$ cat src/rtl/vec_calc_sequencer.sv
// vec_calc_sequencer
//   Command-level controller for the lane-group vector add/multiply engine.
//   Accepts one full-width vector command, issues it to the engine as P =
//   LANES/G lane-group passes (one per cycle), collects the engine results
//   as they emerge ENG_LAT cycles later, and returns the assembled vector.
//
// Ports
//   clk, rst_n               clock (rising edge), async active-low reset
//   cmd_valid/cmd_ready      command handshake
//   cmd_op                   00 add, 01 multiply, 1x illegal
//   cmd_a, cmd_b             LANES x W operands, lane i at [i*W +: W]
//   eng_sum, eng_multiply    engine strobes (one pass per cycle)
//   eng_a, eng_b             lane-group operands to the engine
//   eng_res                  engine lane-group result
//   rsp_valid/rsp_ready      response handshake
//   rsp_data, rsp_err        assembled result, illegal-command flag
//   busy                     high whenever not idle
module vec_calc_sequencer #(
  parameter int LANES   = 32,
  parameter int W       = 16,
  parameter int G       = 8,
  parameter int ENG_LAT = 1
) (
  input  logic               clk,
  input  logic               rst_n,
  input  logic               cmd_valid,
  output logic               cmd_ready,
  input  logic [1:0]         cmd_op,
  input  logic [LANES*W-1:0] cmd_a,
  input  logic [LANES*W-1:0] cmd_b,
  output logic               eng_sum,
  output logic               eng_multiply,
  output logic [G*W-1:0]     eng_a,
  output logic [G*W-1:0]     eng_b,
  input  logic [G*W-1:0]     eng_res,
  output logic               rsp_valid,
  input  logic               rsp_ready,
  output logic [LANES*W-1:0] rsp_data,
  output logic               rsp_err,
  output logic               busy
);

  localparam int P  = LANES / G;
  localparam int PW = (P > 1) ? $clog2(P) : 1;

  localparam logic [1:0] IDLE  = 2'd0;
  localparam logic [1:0] ISSUE = 2'd1;
  localparam logic [1:0] DRAIN = 2'd2;
  localparam logic [1:0] RESP  = 2'd3;

  logic [1:0]         state;
  logic [PW-1:0]      pass_cnt;
  logic [PW-1:0]      cap_cnt;
  logic [LANES*W-1:0] op_a;
  logic [LANES*W-1:0] op_b;
  logic [LANES*W-1:0] res;
  logic               op_mul;
  logic               err;
  logic [ENG_LAT-1:0] cap_pipe;
  logic               issuing;
  logic               capture;
  logic               last_pass;
  logic               last_cap;

  assign issuing   = (state == ISSUE);
  assign last_pass = (pass_cnt == PW'(P - 1));
  assign last_cap  = (cap_cnt == PW'(P - 1));
  // A pass issued in cycle c has its result on eng_res in cycle c+ENG_LAT;
  // the delay line marks that cycle so captures run alongside issue.
  assign capture   = cap_pipe[ENG_LAT-1];

  if (ENG_LAT > 1) begin : g_pipe_n
    always_ff @(posedge clk or negedge rst_n) begin
      if (!rst_n) cap_pipe <= '0;
      else        cap_pipe <= {cap_pipe[ENG_LAT-2:0], issuing};
    end
  end else begin : g_pipe_1
    always_ff @(posedge clk or negedge rst_n) begin
      if (!rst_n) cap_pipe <= '0;
      else        cap_pipe <= issuing;
    end
  end

  always_ff @(posedge clk or negedge rst_n) begin
    if (!rst_n) begin
      state    <= IDLE;
      pass_cnt <= '0;
      cap_cnt  <= '0;
      op_a     <= '0;
      op_b     <= '0;
      res      <= '0;
      op_mul   <= 1'b0;
      err      <= 1'b0;
    end else begin
      case (state)
        IDLE: begin
          if (cmd_valid) begin
            op_a     <= cmd_a;
            op_b     <= cmd_b;
            op_mul   <= cmd_op[0];
            pass_cnt <= '0;
            cap_cnt  <= '0;
            res      <= '0;
            err      <= cmd_op[1];
            state    <= cmd_op[1] ? RESP : ISSUE;
          end
        end
        ISSUE: begin
          pass_cnt <= last_pass ? '0 : pass_cnt + 1'b1;
          if (last_pass) state <= DRAIN;
        end
        DRAIN: begin
          if (capture && last_cap) state <= RESP;
        end
        RESP: begin
          if (rsp_ready) state <= IDLE;
        end
        default: state <= IDLE;
      endcase
      if (capture) begin
        res[cap_cnt*G*W +: G*W] <= eng_res;
        cap_cnt <= last_cap ? '0 : cap_cnt + 1'b1;
      end
    end
  end

  always_comb begin
    eng_a = '0;
    eng_b = '0;
    if (issuing) begin
      eng_a = op_a[pass_cnt*G*W +: G*W];
      eng_b = op_b[pass_cnt*G*W +: G*W];
    end
  end

  assign eng_sum      = issuing & ~op_mul;
  assign eng_multiply = issuing & op_mul;
  assign cmd_ready    = (state == IDLE);
  assign busy         = (state != IDLE);
  assign rsp_valid    = (state == RESP);
  assign rsp_data     = res;
  assign rsp_err      = err;

endmodule
$ cat config.mk
export PLATFORM = sky130hd
export DESIGN_NAME = vec_calc_sequencer
export DESIGN_NICKNAME = d
export VERILOG_FILES = /design/src/rtl/vec_calc_sequencer.sv
export SDC_FILE = /design/constraint.sdc
export NUM_CORES = 2
export LEC_CHECK = 0
export CORE_AREA = 2 2 749 751
export CTS_BUF_LIST = sky130_fd_sc_hd__clkbuf_4 sky130_fd_sc_hd__clkbuf_8
export DETAILED_ROUTE_END_ITERATION = 8
export DIE_AREA = 0 0 751 753
export PLACE_DENSITY = 0.3
export SLEW_MARGIN = 0
export SYNTH_ARGS = -nofsm -noshare
export SYNTH_HDL_FRONTEND = slang
export SYNTH_SLANG_ARGS = --single-unit
export TNS_END_PERCENT = 10
$ cat constraint.sdc
create_clock -name clk -period 3.8 [get_ports clk]
set_clock_uncertainty 0.2 [all_clocks]
set_input_delay 0.57 -clock clk [delete_from_list [all_inputs] [get_ports clk]]
set_output_delay 0.57 -clock clk [all_outputs]
set_load 0.02 [all_outputs]
---- Word level (Yosys, flattened, before mapping) ----
Cells that the tools add are included.
word-level totals
  register bits ........................... 1545
cells by class
  multiplexer cells ....................... 18
  bitwise operators ....................... 3
  shifts and indexed selects .............. 4
  equal/unequal tests ..................... 9
  reductions and logical operators ........ 10
  $add $sub $neg .......................... 3
operators with widths
  kind                                                                        number
  512-bit two-way mux                                                         3
  512-bit by 10-bit variable part select with 128-bit output                  2
  512-bit bitwise mux                                                         1
  128-bit by 34-bit variable shift with 512-bit output, first input constant  1
  128-bit by 34-bit variable part select with 512-bit output                  1
  128-bit two-way mux                                                         2
  9-bit negator with 34-bit output                                            1
  2-bit two-way mux                                                           10
  2-bit == test, second input constant                                        4
  2-bit case mux with 4 select lines                                          1
  2-bit nonzero test                                                          4
  2-bit AND reduction                                                         3
  2-bit by 1-bit adder with 2-bit output, second input constant               2
  2-bit by 1-bit != test with 1-bit output, second input constant             2
  2-bit != test, second input constant                                        2
  2-bit case mux with 2 select lines                                          1
  4-bit AND reduction                                                         1
  1-bit bitwise AND                                                           2
  2-bit by 1-bit == test with 1-bit output, second input constant             1
  2-bit zero test                                                             1
  1-bit logical AND                                                           1
  1-bit NOT                                                                   1

---- Longest topological paths before layout ----
  depth after elaboration ................. 4
  mapped depth ............................ 11
  gate-level depth less buffers ........... 5

---- Worst setup path after synthesis ----
Ideal clock, no wire load.
  path type ............................... register to output
  start ................................... reg pass_cnt[0]
  end ..................................... out eng_a[100]
  required time ........................... 3.030 ns
  cell stages (with the launch flop) ...... 6
  arrival time ............................ 1.603 ns
  path slack .............................. 1.427 ns
  cells stage by stage .................... dfrtp_1 buf_2 buf_2 buf_4 mux4_2 and2_1
on the way
  longest elaborated chain between the ends .. 2
ends and longest elaborated chain
  element                                                     RTL line  text
  start, declared                                             52        logic [PW-1:0] pass_cnt;
  start signal, assigned                                      109       pass_cnt <= last_pass ? '0 : pass_cnt + 1'b1;
  512-bit by 10-bit variable part select with 128-bit output  131       eng_a = op_a[pass_cnt*G*W +: G*W];
  128-bit two-way mux                                         130       if (issuing) begin
  end, declared                                               33        output logic [G*W-1:0] eng_a,
No other way between the ends.

---- Final worst setup path ----
  start ................................... reg pass_cnt[0]
  end ..................................... out eng_a[101]
Same word-level chain as after synthesis.

==> flow_summary.yaml <==
outcome:
  status: "finished, violations left"
  violations: "setup timing"
synthesis:
  synth_cells: 6131
  syn-num-nets: 7299
  synthesis.area_mm2: 0.06454
  ys_ff_latch: 1545
  synth_area_per_cell_um2: 10.53
  synth.distinct_cells: 32
  synth_seq_area_share_pct: 59.90
  yosys_warnings: 0
place:
  pre_cts_slack_ns: 0.0007814
  dp_hpwl_mm: 364.5
  portBuffers: 1931
  gp_congestion: 0.9030
  dp_cells: 15330
clock_network:
  cts_made_buffers: 334
  cts_tree: "built"
  cts.sink_count: 1545
  cts-root-buf: "clkbuf_8"
  clockBufferDepth: 4
  clk_latency_ns: 1.11
  clk_pin_slew_ns: 0.07
  htree_levels: 5
timing:
  period_needed_ns: 4.041
  fin_ws_ns: -0.2407
  hold_viol_final: 0
  slew_headroom_pct: 32.14
  drv_slew: 0
  tightest_slew_ns: 1.015
  finalCritPeriodShare_pct: 106.3
  setup_violations: 199
  max_freq_ghz: 0.2475
  hold_ws_ns: 0.1348
  rsz0062_at_grt: "true"
die:
  core_mm2: 0.5584
  die_area_mm2: 0.5655
  io_pins: 1932
  rows: 275
  initial_core_util_pct: 11.56
  die_y_um: 753
  dieWidth_um: 751
min_path:
  hp-class: "primary input to register"
grt:
  grt_max_degree: 123
  grt_pass1_vias: 66250
  grt.total_usage_pct: 15.74
  gr-total-overflow: 0
  grt_pass1_wl_mm: 613.1
  grt_antenna_before_repair: 187
route:
  wl_per_cell_um: 27.02
  wl_met1_mm: 190.6
  antenna_left: 0
  vias: 61613
  dr_wl_met2_mm: 221.1
  drt_iter0_drc: 4011
  dr_wl_met3_mm: 31.35
  routed_wirelength_mm: 463.2
  top_layer_used: "met5"
  drcViolationCount: 0
  dr.pass1.iters: 5
  via_per_inst: 3.594
power:
  peakVddDrop_v: 0.0003721
  fin_total_pwr_mw: 81.90
  leakage_nw: 51.44
  power_density_mw_per_mm2: 717.9
critical_path:
  reg2reg_from: "pass_cnt[0]"
  cp-start-kind: "register"
  reg2reg_depth: 7
  crit_start: "pass_cnt[0]"
  worstPathArrival_ns: 3.27
  r2r_setup_slack_ns: 0.63
  crit_fanout: 8
  reg2reg_to: "pass_cnt[0]"
  worstSetupPathType: "register to output port"
  cp.required_ns: 3.03
  cp-end-kind: "output port"
  endpoint: "eng_a[101]"
layout:
  fin_cells: 17142
  area_growth_pct: 76.77
  drive_gt1_share_pct: 15.99
  finalNetCount: 10520
job:
  cap_violations: 0
-- sequential cells by signal, indices dropped and copies added, names as in the netlist --
signal	flops
pass_cnt	2
op_a	512
cap_cnt	2
state	2
op_mul	1
op_b	512
rsp_data	512
cap_pipe	1
rsp_err	1
-- cell families after synthesis --
group	share of synthesized area [%]
AO/OA/AOI/OAI	7.068
multiplexers	8.980
flip-flops	59.90
adder cells (fa/ha/maj)	0.1939
AND/OR/NAND/NOR	20.65
buffers and inverters	3.206
-- through the flow --
stage | utilization [%] | cell area, um2 | setup TNS, ns
6_report | 20.43 | 114100 | -21.46
5_1_grt | 20.41 | 114000 | -79.61
4_1_cts | 20.31 | 113400 | -112.14
3_5_place_dp | 16.81 | 93890 | 0
3_3_place_gp | 16.81 | 93890 | -0.1315
2_1_floorplan | - | 64540 | 0
-- report_power, final --
part           internal (mW)  switching, mW
registers               22.5           4.75
logic                   14.9           20.0
clock network           11.1           8.73
-- how the worst min path moves through the flow --
stage	to	cells past startpoint	startpoint	slack, ns
after floorplan	cap_cnt[0]	0	rst_n	0.07
after detailed placement	op_b[299]	2	op_b[299]	0.26
after global routing	rsp_data[47]	2	eng_res[47]	0.02
final	op_b[1]	3	cmd_b[1]	0.13
after global placement	op_a[64]	2	op_a[64]	0.25
after CTS	rsp_data[47]	2	eng_res[47]	0.0005
-- worst max-delay path, stage by stage, from the launching register on --
cell,delay (ns)
dfrtp_4,0.52
buf_12,0.15
buf_16,0.15
buf_16,0.19
buf_16,0.15
buf_4,0.13
mux4_2,0.42
and2_4,0.21
buf_6,0.14
-- layout by cell type, fill, tap and decap left out, drive strengths merged, types with 2 or more instances in the layout --
master	n
dlygate4sd3	1082
nor4b	2
clkdlybuf4s50	1672
a21oi	4
dfrtp	1545
clkdlybuf4s15	14
nor2b	3
nand2	3085
dlygate4sd2	17
nor3	2
dlymetal6s2s	2
o21ai	2
diode	80
and2	258
nand2b	3
bufinv	4
mux4	256
a22o	512
nor3b	2
nor2	3
clkbuf	526
clkinv	25
buf	517
inv	17
mux2i	3
clkinvlp	9
ha	10
-- synth_stat cells --
master / count / area share [%]
a21oi_1: 4 / 0.031
buf_1: 8 / 0.047
nand2b_1: 3 / 0.029
a2bb2oi_1: 1 / 0.014
o21ai_0: 2 / 0.016
a2111oi_1: 1 / 0.016
dfrtp_1: 1545 / 60
nor4b_2: 2 / 0.047
a31oi_1: 1 / 0.0097
nand3_1: 1 / 0.0077
nor2_1: 3 / 0.017
nor3b_2: 1 / 0.019
nor4_2: 1 / 0.019
nor3b_1: 1 / 0.012
nor3_2: 1 / 0.016
mux4_2: 256 / 8.9
ha_1: 10 / 0.19
clkbuf_1: 157 / 0.91
nor3_1: 1 / 0.0077
o22ai_1: 1 / 0.0097
o31ai_1: 1 / 0.012
buf_2: 217 / 1.7
a22o_1: 512 / 6.9
a32oi_1: 1 / 0.014
mux2i_1: 3 / 0.047
inv_1: 6 / 0.035
buf_4: 44 / 0.51
nand2_2: 1 / 0.0097
nand2_1: 3084 / 18
buf_6: 1 / 0.017
nor2b_1: 3 / 0.029
and2_1: 258 / 2.5
-- metal layers --
layer / global-route usage (%) / vias up
met5: 0 / -
met4: 5.495 / 78
met3: 3.884 / 776
met2: 26.67 / 2411
met1: 19.35 / 31579
li1: - / 26769
-- cell type report --
class / instances / area, um2
Fill cell: 61342 / 444400
Sequential cell: 1545 / 38670
Timing Repair Buffer: 3312 / 34560
Multi-Input combinational cell: 4153 / 24300
Tap cell: 7479 / 9358
Clock buffer: 518 / 6472
Clock inverter: 49 / 500.5
Antenna cell: 80 / 200.2
Inverter: 6 / 22.52
-- timing repair --
action / in CTS / in global routing
gates resized for setup: 708 / 200
gates cloned: 16 / 4
hold buffers: 1083 / 0
endpoints found under the setup margin: 261 / 260
pin swaps: 53 / 22
setup buffers: 45 / 23
hold endpoints to repair: 2196 / 0
Power figures use the tool's default switching activity.
